[config.mk]
export PLATFORM = sky130hd
export DESIGN_NAME = decode_stage
export DESIGN_NICKNAME = d
export VERILOG_FILES = /design/src/rtl/decode_stage.sv
export SDC_FILE = /design/constraint.sdc
export NUM_CORES = 1
export LEC_CHECK = 0
export ABC_AREA = 0
export CAP_MARGIN = 30
export CORE_MARGIN = 1.5
export CORE_UTILIZATION = 50
export DETAILED_ROUTE_END_ITERATION = 8
export PLACE_DENSITY = 0.77
export SETUP_SLACK_MARGIN = 0.15
export SLEW_MARGIN = 20
export SYNTH_ARGS = -nofsm -noshare
export SYNTH_HDL_FRONTEND = slang
export SYNTH_SLANG_ARGS = --single-unit
[constraint.sdc]
create_clock -name clk -period 8.6 [get_ports clk]
set_input_delay 2.58 -clock clk [delete_from_list [all_inputs] [get_ports clk]]
set_output_delay 2.58 -clock clk [all_outputs]
set_load 0.02 [all_outputs]
[src/rtl/decode_stage.sv]
// decode_stage
//   Registered RV32 decode stage sitting between fetch and execute. The
//   incoming instruction is decoded combinationally and the resulting bundle
//   is written into a 2-entry skid buffer. Entry 0 drives the outputs.
//   Entry 1 catches a bundle that arrives while entry 0 is stalled, so
//   in_ready can come straight from a flop.
//
//   Optional feature macro: DECODE_RVM_EN
//     When defined, OP with fn7=0000001 (the M extension) is legal.
//     When it is not defined, that encoding is flagged illegal.
//
// Ports
//   clk, rst           clock; asynchronous active-high reset
//   flush              synchronous kill of both skid entries
//   in_valid/in_ready  fetch-side handshake; in_instr, in_pc
//   out_valid/out_ready execute-side handshake
//   out_pc, out_opcode, out_rd, out_rs1, out_rs2, out_fn3,
//   out_fn7_5, out_fn7_1, out_imm, out_rd_we, out_illegal   decoded bundle
module decode_stage #(
    parameter int XLEN = 32,
    parameter int PC_W = 32
) (
    input  logic            clk,
    input  logic            rst,
    input  logic            flush,
    input  logic            in_valid,
    output logic            in_ready,
    input  logic [31:0]     in_instr,
    input  logic [PC_W-1:0] in_pc,
    output logic            out_valid,
    input  logic            out_ready,
    output logic [PC_W-1:0] out_pc,
    output logic [6:0]      out_opcode,
    output logic [4:0]      out_rd,
    output logic [4:0]      out_rs1,
    output logic [4:0]      out_rs2,
    output logic [2:0]      out_fn3,
    output logic            out_fn7_5,
    output logic            out_fn7_1,
    output logic [XLEN-1:0] out_imm,
    output logic            out_rd_we,
    output logic            out_illegal
);

    localparam logic [6:0] OPC_OP_IMM = 7'b0010011;
    localparam logic [6:0] OPC_LOAD   = 7'b0000011;
    localparam logic [6:0] OPC_JALR   = 7'b1100111;
    localparam logic [6:0] OPC_STORE  = 7'b0100011;
    localparam logic [6:0] OPC_BRANCH = 7'b1100011;
    localparam logic [6:0] OPC_LUI    = 7'b0110111;
    localparam logic [6:0] OPC_AUIPC  = 7'b0010111;
    localparam logic [6:0] OPC_JAL    = 7'b1101111;
    localparam logic [6:0] OPC_OP     = 7'b0110011;

    typedef struct packed {
        logic [PC_W-1:0] pc;
        logic [6:0]      opcode;
        logic [4:0]      rd;
        logic [4:0]      rs1;
        logic [4:0]      rs2;
        logic [2:0]      fn3;
        logic            fn7_5;
        logic            fn7_1;
        logic [XLEN-1:0] imm;
        logic            rd_we;
        logic            illegal;
    } bundle_t;

    bundle_t     dec;
    logic [6:0]  opc;
    logic [2:0]  fn3;
    logic [6:0]  fn7;
    logic [31:0] imm32;
    logic        use_rd, use_rs1, use_rs2, use_fn3, use_fn7_5, use_fn7_1, ill;

    always_comb begin
        opc       = in_instr[6:0];
        fn3       = in_instr[14:12];
        fn7       = in_instr[31:25];
        imm32     = '0;
        use_rd    = 1'b0;
        use_rs1   = 1'b0;
        use_rs2   = 1'b0;
        use_fn3   = 1'b1;
        use_fn7_5 = 1'b0;
        use_fn7_1 = 1'b0;
        ill       = 1'b0;
        case (opc)
            OPC_OP_IMM: begin
                use_rd  = 1'b1;
                use_rs1 = 1'b1;
                imm32   = {{20{in_instr[31]}}, in_instr[31:20]};
                if (fn3 == 3'b001) begin
                    use_fn7_5 = 1'b1;
                    ill       = (fn7 != 7'b0000000);
                end else if (fn3 == 3'b101) begin
                    use_fn7_5 = 1'b1;
                    ill       = (fn7 != 7'b0000000) && (fn7 != 7'b0100000);
                end
            end
            OPC_LOAD: begin
                use_rd  = 1'b1;
                use_rs1 = 1'b1;
                imm32   = {{20{in_instr[31]}}, in_instr[31:20]};
                ill     = (fn3 == 3'b011) || (fn3 == 3'b110) || (fn3 == 3'b111);
            end
            OPC_JALR: begin
                use_rd  = 1'b1;
                use_rs1 = 1'b1;
                imm32   = {{20{in_instr[31]}}, in_instr[31:20]};
                ill     = (fn3 != 3'b000);
            end
            OPC_STORE: begin
                use_rs1 = 1'b1;
                use_rs2 = 1'b1;
                imm32   = {{20{in_instr[31]}}, in_instr[31:25], in_instr[11:7]};
                ill     = (fn3 >= 3'b011);
            end
            OPC_BRANCH: begin
                use_rs1 = 1'b1;
                use_rs2 = 1'b1;
                imm32   = {{20{in_instr[31]}}, in_instr[7], in_instr[30:25],
                           in_instr[11:8], 1'b0};
                ill     = (fn3 == 3'b010) || (fn3 == 3'b011);
            end
            OPC_LUI, OPC_AUIPC: begin
                use_rd  = 1'b1;
                use_fn3 = 1'b0;
                imm32   = {in_instr[31:12], 12'b0};
            end
            OPC_JAL: begin
                use_rd  = 1'b1;
                use_fn3 = 1'b0;
                imm32   = {{12{in_instr[31]}}, in_instr[19:12], in_instr[20],
                           in_instr[30:21], 1'b0};
            end
            OPC_OP: begin
                use_rd    = 1'b1;
                use_rs1   = 1'b1;
                use_rs2   = 1'b1;
                use_fn7_5 = 1'b1;
                use_fn7_1 = 1'b1;
                if (fn7 == 7'b0000000)
                    ill = 1'b0;
                else if (fn7 == 7'b0100000)
                    ill = (fn3 != 3'b000) && (fn3 != 3'b101);
`ifdef DECODE_RVM_EN
                else if (fn7 == 7'b0000001)
                    ill = 1'b0;
`endif
                else
                    ill = 1'b1;
            end
            default: ill = 1'b1;
        endcase
        if (in_instr[1:0] != 2'b11)
            ill = 1'b1;

        // An illegal bundle carries only its PC and opcode so that execute
        // never sees stray register indices or write enables.
        dec         = '0;
        dec.pc      = in_pc;
        dec.opcode  = opc;
        dec.illegal = ill;
        if (!ill) begin
            dec.rd    = use_rd    ? in_instr[11:7]  : 5'd0;
            dec.rs1   = use_rs1   ? in_instr[19:15] : 5'd0;
            dec.rs2   = use_rs2   ? in_instr[24:20] : 5'd0;
            dec.fn3   = use_fn3   ? fn3             : 3'd0;
            dec.fn7_5 = use_fn7_5 & in_instr[30];
            dec.fn7_1 = use_fn7_1 & in_instr[25];
            dec.imm   = XLEN'(signed'(imm32));
            dec.rd_we = use_rd && (in_instr[11:7] != 5'd0);
        end
    end

    bundle_t e0_q, e0_d, e1_q, e1_d;
    logic    e0_valid_q, e0_valid_d, e1_valid_q, e1_valid_d;
    logic    push, pop;

    assign push = in_valid && !e1_valid_q;
    assign pop  = e0_valid_q && out_ready;

    always_comb begin
        e0_d       = e0_q;
        e1_d       = e1_q;
        e0_valid_d = e0_valid_q;
        e1_valid_d = e1_valid_q;
        if (flush) begin
            e0_valid_d = 1'b0;
            e1_valid_d = 1'b0;
        end else if (e1_valid_q) begin
            // Full: no push is possible because in_ready is low.
            if (pop) begin
                e0_d       = e1_q;
                e1_valid_d = 1'b0;
            end
        end else if (e0_valid_q) begin
            if (push && pop) begin
                e0_d = dec;
            end else if (pop) begin
                e0_valid_d = 1'b0;
            end else if (push) begin
                e1_d       = dec;
                e1_valid_d = 1'b1;
            end
        end else if (push) begin
            e0_d       = dec;
            e0_valid_d = 1'b1;
        end
    end

    always_ff @(posedge clk or posedge rst) begin
        if (rst) begin
            e0_q       <= '0;
            e1_q       <= '0;
            e0_valid_q <= 1'b0;
            e1_valid_q <= 1'b0;
        end else begin
            e0_q       <= e0_d;
            e1_q       <= e1_d;
            e0_valid_q <= e0_valid_d;
            e1_valid_q <= e1_valid_d;
        end
    end

    assign in_ready    = !e1_valid_q;
    assign out_valid   = e0_valid_q;
    assign out_pc      = e0_q.pc;
    assign out_opcode  = e0_q.opcode;
    assign out_rd      = e0_q.rd;
    assign out_rs1     = e0_q.rs1;
    assign out_rs2     = e0_q.rs2;
    assign out_fn3     = e0_q.fn3;
    assign out_fn7_5   = e0_q.fn7_5;
    assign out_fn7_1   = e0_q.fn7_1;
    assign out_imm     = e0_q.imm;
    assign out_rd_we   = e0_q.rd_we;
    assign out_illegal = e0_q.illegal;

endmodule

Yosys cells after proc, flatten, opt, wreduce, memory -nomap -nowiden:

Cells that the tools add are included.

* add/subtract/negate cells: 0
* multiply operators: 0
* div/mod/pow operators: 0
* magnitude comparators: 1
* equal/unequal tests: 22
* shifts and indexed selects: 0
* mux-type cells: 35
* bitwise gates (word level): 6
* reduce and logical (&&, ||, !) cells: 23

Operators with widths (number)
* 93-bit 2-to-1 mux: 5
* 32-bit one-hot mux with 5 select lines: 1
* 53-bit 2-to-1 mux: 1
* 7-bit by 6-bit == test with 1-bit output (second input constant): 4
* 1-bit 2-to-1 mux: 22
* 7-bit == test (second input constant): 3
* 5-bit 2-to-1 mux: 3
* 7-bit by 5-bit == test with 1-bit output (second input constant): 2
* 3-bit == test (second input constant): 3
* 3-bit OR reduction: 3
* 7-bit by 2-bit == test with 1-bit output (second input constant): 1
* 7-bit logical NOT: 1
* 7-bit by 6-bit != test with 1-bit output (second input constant): 1
* 1-bit one-hot mux with 7 select lines: 1
* 7-bit nonzero test: 1
* 7-bit OR reduction: 1
* 3-bit by 2-bit == test with 1-bit output (second input constant): 2
* 1-bit logical AND: 6
* 6-bit AND reduction: 1
* 3-bit nonzero test: 2
* 6-bit OR reduction: 1
* 5-bit nonzero test: 1
* 2-bit != test (second input constant): 2
* 1-bit NOT: 4
* other kinds (12): 15

* flip-flop bits (word level): 188
* latch bits: 0
* memory bits (writable): 0
* ROM bits: 0
* bits of input ports: 69
* word-level logic and storage cells: 111
* memories: 0

Logic depth before layout (Yosys ltp):

Gate-level depths: netlist (run 1).

* depth in word-level cells: 10
* mapped depth: 8
* depth with buffers taken out: 5

Worst setup path after synthesis (run 1):

No wires, ideal clock.

* path type: input to register
* start: in in_instr[14]
* end: reg e1_q[0] (netlist name)
* library setup time: 0.119 ns
* data arrival time: 3.945 ns
* setup slack: 4.536 ns
* stages on the path: 7
* path through: buf_2 o21a_1 o211a_1 a211oi_4 nand4_4 buf_6 o21a_1

* cells in the longest elaborated chain, start to end: 6
* elaborated cells between the ends (all ways): 19
* classes of those cells: order compare: 1; eq/ne: 7; mux: 6; reduce/logical: 5

Ends and longest elaborated chain
* from (decl): line 28 `input logic [31:0] in_instr,`
* 3-bit != test / 3-bit nonzero test (equally long branches): line 146, 111
* 1-bit logical AND: line 146 `ill = (fn3 != 3'b000) && (fn3 != 3'b101);`
* 1-bit 2-to-1 mux: line 145 `else if (fn7 == 7'b0100000)`
* 1-bit 2-to-1 mux: line 143 `if (fn7 == 7'b0000000)`
* 1-bit one-hot mux with 7 select lines *: line 88 `case (opc)`
* 1-bit 2-to-1 mux *: line 156 `if (in_instr[1:0] != 2'b11)`
* to (signal assigned): line 216 `e1_q <= '0;`
* to (signal assigned): line 221 `e1_q <= e1_d;`
* to (decl): line 177 `bundle_t e0_q, e0_d, e1_q, e1_d;`

Mark *: on every way between the ends. The rest lies on a longest branch, timed or not.
A chain may end at the register's enable or synchronous reset.

Worst setup path after layout (run 1):

* start: in in_instr[6]
* end: reg e1_q[48] (netlist name)

* cells in the longest elaborated chain, start to end: 5
* elaborated cells between the ends (all ways): 16
* classes of those cells: eq/ne: 9; mux: 5; reduce/logical: 2

Ends and longest elaborated chain
* 7-bit == test (tied with other cells): line 88
* 3-bit OR reduction (no line) / 6-bit OR reduction (equally long branches)
* 1-bit one-hot mux with 7 select lines / 1-bit 2-to-1 mux (equally long branches): line 88
* 1-bit 2-to-1 mux / 5-bit 2-to-1 mux (equally long branches): line 156, 167
* 53-bit 2-to-1 mux *: line 165 `if (!ill) begin`

Marks and branches as above.

==> run_results.csv, run 1 <==
group,metric,value,unit
outcome,status,"finished clean",
grt,globalRouteTotalUtil,24.5,%
setup_path,worstSetupPathType,"in -> reg",
power_and_ir_drop,power_leakage,4.87,nW
setup_path,startpoint_type,"primary input",
clock_network,clkLatencyLatePin,420,ps
logic_synthesis,mappedNetlistNets,949,
routing,drtIter0Drc,482,
logic_synthesis,ys_seq_elements,188,
clock_network,post_cts_buffers,0,
logic_synthesis,synth.area.top_cells,"dfrtp_1 55%, nand2_1 9.4%, mux2i_1 4.6%",
setup_path,r2r_slack,5650,ps
clock_network,root_buffer,"clkbuf_16",
routing,drt-vias-per-instance,5.55,
clock_network,clk_pin_slew_worst_paths,70,ps
clock_network,cts.sinks,188,
grt,first_global_vias,6555,
floorplan,start_util,51.4,%
power_and_ir_drop,ir_worst_vdd,0.127,mV
setup_path,crit_buf_inv,1,
placed_design,dpl.hpwl,13.6,mm
finish,nets,1077,
timing,slew_viol_final,0,
timing,tightestPinTransition,865,ps
logic_synthesis,avgSynthCellArea,9.68,um^2
timing,max-slew-margin-rel,42.2,%
setup_path,required,8910,ps
floorplan,die_w,134,um
logic_synthesis,postSynthCellCount,880,
clock_network,cts_made_buffers,17,
clock_network,cts_buffer_depth,2,
setup_path,crit_fanout,35,
finish,postLayoutCellArea,10800,um^2
clock_network,ctsResizeCount,0,
floorplan,die_height,134,um
setup_path,worstReg2RegStart,"e1_valid_q$_DFF_PP0_",
routing,remaining_drc_errors,0,
routing,postRouteAntennaNets,0,
placed_design,port_buffers,163,
hold_path,hp-start,"e1_q[37]$_DFFE_PP0P_",
logic_synthesis,ys_seq_area_share,55.2,%
finish,drive_gt1_share,8.52,%
timing,setup_violations,0,
logic_synthesis,yosysWarnings,0,
floorplan,ios,164,
placed_design,placed_cell_area,10200,um^2
finish,final_cell_mix,"213 x nand2_1, 187 x dfrtp_1, 163 x clkdlybuf4s50_1",
power_and_ir_drop,p_total,2.26,mW
finish,diodes,0,
setup_path,reg2reg_to,"e1_q[48]$_DFFE_PP0P_",
grt,grt_pass1_wl,34.5,mm
logic_synthesis,synth_edf_count,0,
routing,vias,6893,
hold_path,min_to,"e1_q[37]$_DFFE_PP0P_",
clock_network,htree_levels,4,
timing,fin_crit,5110,ps
placed_design,gp_congestion,0.890,
timing,rsz0062_at_grt,"false",
logic_synthesis,yosysTopAreaCellShare,55.2,%
hold_path,hold_depth,2,
timing,fmax,0.196,GHz
power_and_ir_drop,power_density,209,nW/um^2
setup_path,crit_chain,"clkdlybuf4s50_1 > and3b_1 > o211a_1 > a211oi_4 > nand4_4 > o21ai_0",
timing,timing.setup.tns,0,ps
routing,first_pass_iters,5,
hold_path,hp-class,"reg -> reg",
grt,grt_start_max_net_pins,123,
grt,grt_antenna_before_repair,0,
setup_path,worst_setup_path_end_kind,"flip-flop",
floorplan,die_area,17800,um^2
run,maxCapViolCount,0,
logic_synthesis,ys_types,56,
timing,period_share,59.4,%
clock_network,hold_buffers,0,
grt,gr-total-overflow,0,
clock_network,cts_tree,"built",
logic_synthesis,yosys.area.top_type,"dfrtp_1",
finish,layout_commonest_cell,"nand2_1",
logic_synthesis,postSynth.asyncResetShare,100,%
routing,wl,21.2,mm
logic_synthesis,netlist_area,8520,um^2
floorplan,coreArea,16600,um^2
finish,syn_to_final_growth,27.0,%
logic_synthesis,ys.flop_type,"dfrtp_1",
floorplan,rows,47,
setup_path,crit_path_top_delay_cell,"nand4_4",
timing,hold_viol,0,
setup_path,critical_path.top_delay_family,"simple AND/OR/NAND/NOR gates",
timing,fin_worst_skew,6.10,ps
setup_path,slowest_delay,730,ps
routing,wire_per_inst,17.0,um
finish,fill_cells,1370,
setup_path,cp.arrival,5420,ps
setup_path,worstRegToRegCells,5,
==> metrics by stage <==
stage / utilization, % / hold slack (ps) / cells / worst slack (ps)
CTS: 65.2 / 472 / 1240 / 3530
detailed placement: 61.7 / 456 / 1208 / 3090
finish: 65.2 / 467 / 1241 / 3490
global placement: 61.7 / 452 / 1208 / 3180
global route: 65.2 / 487 / 1241 / 3260
floorplan: - / 442 / 880 / 906
==> cell families after synthesis <==
logic type	count (synthesis)	share of synthesized area, %
xor gates and xnor gates	1	0.103
AOI/OAI and AO/OA	253	18.3
and+or+nand+nor	319	17.6
DFF	188	55.2
buffers and inverters	79	4.03
muxes	40	4.72
==> state kept, by name (all words and copies together), names as in the netlist <==
signal / count
e1_q: 93
out_imm: 32
out_pc: 32
out_opcode: 7
out_rd: 5
out_rs1: 5
out_rs2: 5
out_fn3: 3
e1_valid_q: 1
out_fn7_1: 1
out_fn7_5: 1
out_illegal: 1
out_rd_we: 1
out_valid: 1
==> layer usage <==
layer / part of all wire, % / GRT usage, % / up-vias
met5: 0 / 0 / -
met1: 45 / 35.2 / 3335
li1: - / - / 3310
met4: 2.0 / 8.76 / 0
met3: 5.1 / 4.38 / 31
met2: 48 / 37.6 / 217
==> synth_stat cells, types with 5 or more instances <==
master     count
a21oi_1       75
a22o_1        12
and3_1        33
buf_1          5
buf_2         19
clkbuf_1      35
dfrtp_1      188
inv_1         17
mux2i_1       39
nand2_1      213
nand3_1        5
nand4_1        5
nor2_1        30
o21ai_0       58
o21ai_1       30
o21ai_2       29
o22ai_1       18
o2bb2ai_1      5
==> report_power, final <==
part / switching [mW] / internal [mW] / total, mW
Clock: 0.341 / 0.425 / 0.766
Sequential: 0.0660 / 0.994 / 1.06
Combinational: 0.240 / 0.196 / 0.436
Total: 0.647 / 1.62 / 2.26
==> area by class of cell <==
cell class / instances / area, um^2 / share of cell area [%]
clock buffer: 20 / 467 / 4.32
timing repair buffer: 171 / 1690 / 15.6
sequential: 188 / 4710 / 43.5
clock inverter: 12 / 109 / 1.01
inverter: 17 / 71.3 / 0.659
tap: 220 / 275 / 2.55
multi-input combinational: 613 / 3500 / 32.3
==> tightest hold or removal path, cell delays in order, from the launching register on <==
cell	delay, ps
dfrtp_1	330
nand2_1	60
o21ai_2	50
==> how the worst max path moves through the flow <==
| stage | cells past startpoint | slack, ps | startpoint | end |
|---|---|---|---|---|
| after floorplan | 1 | 910 | rst | e1_q[0]$_DFFE_PP0P_ |
| after global placement | 6 | 3180 | in_instr[6] | e1_q[47]$_DFFE_PP0P_ |
| after detailed placement | 6 | 3090 | in_instr[6] | e1_q[48]$_DFFE_PP0P_ |
| after CTS | 6 | 3530 | in_instr[6] | e1_q[48]$_DFFE_PP0P_ |
| after global routing | 6 | 3260 | in_instr[6] | e1_q[48]$_DFFE_PP0P_ |
| final | 6 | 3490 | in_instr[6] | e1_q[48]$_DFFE_PP0P_ |
Note: power is estimated with default switching activity, not from simulation.
==> inputs of run 2 (changes only) <==
--- a/config.mk
+++ b/config.mk
@@ -8,9 +8,9 @@
 export ABC_AREA = 0
 export CAP_MARGIN = 30
 export CORE_MARGIN = 1.5
-export CORE_UTILIZATION = 50
+export CORE_UTILIZATION = 47
 export DETAILED_ROUTE_END_ITERATION = 8
-export PLACE_DENSITY = 0.77
+export PLACE_DENSITY = 0.76
 export SETUP_SLACK_MARGIN = 0.15
 export SLEW_MARGIN = 20
 export SYNTH_ARGS = -nofsm -noshare
==> constraint.sdc (replaced) <==
create_clock -name clk -period 4.5 [get_ports clk]
set_input_delay 1.35 -clock clk [delete_from_list [all_inputs] [get_ports clk]]
set_output_delay 1.35 -clock clk [all_outputs]
set_load 0.02 [all_outputs]
==> run_results.csv, run 2 (synthesized netlist as in run 1, its figures left out) <==
group,metric,value,unit
timing,rsz0062_at_grt,"false",
clock_network,clk_pin_slew_worst_paths,70,ps
setup_path,required,4820,ps
finish,nets,1083,
clock_network,post_cts_buffers,0,
routing,postRouteAntennaNets,0,
floorplan,die_w,138,um
placed_design,gp_congestion,0.845,
floorplan,die_height,138,um
setup_path,cp.arrival,3960,ps
setup_path,worstReg2RegStart,"e1_valid_q$_DFF_PP0_",
timing,fin_crit,3640,ps
routing,drtIter0Drc,523,
clock_network,hold_buffers,0,
setup_path,crit_path_top_delay_cell,"clkdlybuf4s50_1",
routing,remaining_drc_errors,0,
power_and_ir_drop,ir_worst_vdd,0.246,mV
setup_path,worstSetupPathType,"in -> reg",
routing,vias,6896,
finish,diodes,0,
grt,globalRouteTotalUtil,23.6,%
setup_path,crit_chain,"clkdlybuf4s50_1 > and3b_1 > o211a_1 > a211oi_4 > nand4_4 > buf_12 > o21ai_0",
finish,syn_to_final_growth,28.2,%
routing,first_pass_iters,4,
setup_path,cp-startpoint,"in_instr[6]",
floorplan,coreArea,17800,um^2
power_and_ir_drop,p_total,4.39,mW
setup_path,reg2reg_to,"out_imm[8]$_DFFE_PP0P_",
setup_path,startpoint_type,"primary input",
clock_network,cts_made_buffers,17,
grt,grt_pass1_wl,34.6,mm
clock_network,clkLatencyLatePin,430,ps
setup_path,worst_setup_path_end_kind,"flip-flop",
setup_path,critical_path.top_delay_family,"buffers and inverters",
routing,drt-vias-per-instance,5.49,
timing,hold_viol,0,
grt,first_global_vias,6422,
timing,slew_viol_final,0,
power_and_ir_drop,p_int,3.17,mW
clock_network,ctsResizeCount,0,
grt,grt_antenna_before_repair,0,
power_and_ir_drop,seqPwrFrac,46.0,%
power_and_ir_drop,p_clk_share,34.8,%
setup_path,crit_fanout,22,
clock_network,htree_levels,4,
timing,tightestPinTransition,767,ps
run,maxCapViolCount,0,
floorplan,die_area,18900,um^2
power_and_ir_drop,power_leakage,4.89,nW
setup_path,crit_buf_inv,2,
outcome,status,"finished clean",
placed_design,port_buffers,163,
timing,fmax,0.275,GHz
finish,drive_gt1_share,8.67,%
timing,period_share,80.8,%
clock_network,cts_tree,"built",
floorplan,rows,49,
power_and_ir_drop,power_switching,1.22,mW
finish,layout_commonest_cell,"nand2_1",
clock_network,root_buffer,"clkbuf_16",
timing,setup_violations,0,
power_and_ir_drop,swShare,27.9,%
setup_path,r2r_slack,1890,ps
clock_network,cts.sinks,188,
grt,gr-total-overflow,0,
power_and_ir_drop,combPwrFrac,19.2,%
setup_path,slowest_delay,700,ps
setup_path,endpoint,"e1_q[38]$_DFFE_PP0P_",
routing,wire_per_inst,17.5,um
power_and_ir_drop,power_density,402,nW/um^2
clock_network,cts_buffer_depth,2,
floorplan,ios,164,
finish,largest_reg_flops,93,
setup_path,worstRegToRegCells,5,
timing,timing.setup.tns,0,ps
finish,postLayoutCellArea,10900,um^2
placed_design,placed_cell_area,10300,um^2
placed_design,dpl.hpwl,14.3,mm
hold_path,hp-start,"e1_q[32]$_DFFE_PP0P_",
grt,grt_start_max_net_pins,133,
hold_path,hp-class,"reg -> reg",
finish,final_cell_mix,"213 x nand2_1, 187 x dfrtp_1, 163 x clkdlybuf4s50_1",
finish,top_register,"e1_q",
timing,max-slew-margin-rel,48.4,%
setup_path,crit_cells,7,
routing,wl,22.0,mm
timing,fin_worst_skew,9.38,ps
floorplan,start_util,47.7,%
run 2: changes by cell type in the layout (fill, tap and decap cells not counted), sizes merged:
cell and delta:
clkinv -3, buf +6, clkbuf +2, inv -4
bufinv +2, clkinvlp +3
run 2: how the worst min path moves through the flow:
stage / endpoint / slack (ps) / depth (start not counted)
floorplan: e1_q[46]$_DFFE_PP0P_ / 440 / 2
global placement: e1_q[25]$_DFFE_PP0P_ / 450 / 2
detailed placement: e1_q[37]$_DFFE_PP0P_ / 460 / 2
CTS: e1_q[37]$_DFFE_PP0P_ / 470 / 2
global route: e1_q[22]$_DFFE_PP0P_ / 490 / 2
finish: e1_q[32]$_DFFE_PP0P_ / 470 / 2
run 2: per-stage QoR:
step,worst slack [ps],hold WS [ps],std cells,utilization (%)
floorplan,730,442,880,-
global placement,556,452,1224,57.8
detailed placement,431,458,1224,57.8
CTS,901,472,1256,61.2
global route,679,489,1256,61.2
finish,864,470,1256,61.2
run 2: worst register-to-register path: cells and delay by family, from the launching register on:
family          cells  cell delay (ps)
simple gates        3              860
compound gates      2              830
flops               1              830
run 2: final cells by class:
class / count / area [um^2]
flip-flops and latches: 188 / 4710
well taps: 229 / 287
repair buffers: 177 / 1760
fillers: 1542 / 6930
clock inverters: 10 / 139
inverters: 17 / 67.6
multi-input cells: 613 / 3500
clock buffers: 22 / 454
run 2: power groups by stage:
stage                     clock network, mW  logic (mW)  registers (mW)
after floorplan                           0       0.313            2.17
after global placement                    0       0.834            2.04
after detailed placement                  0       0.848            2.05
after CTS                              1.55       0.854            2.02
after global routing                   1.62       0.924            2.05
final                                  1.53       0.844            2.02
run 2: layer usage:
metal | part of all wire [%] | wire (um) | vias up | GRT usage, %
met5 | 0 | 0 | - | 0
met4 | 1.7 | 371 | 0 | 6.49
met3 | 5.3 | 1170 | 20 | 4.12
met2 | 47 | 10400 | 180 | 36.3
met1 | 46 | 10100 | 3387 | 34.5
li1 | - | - | 3309 | -
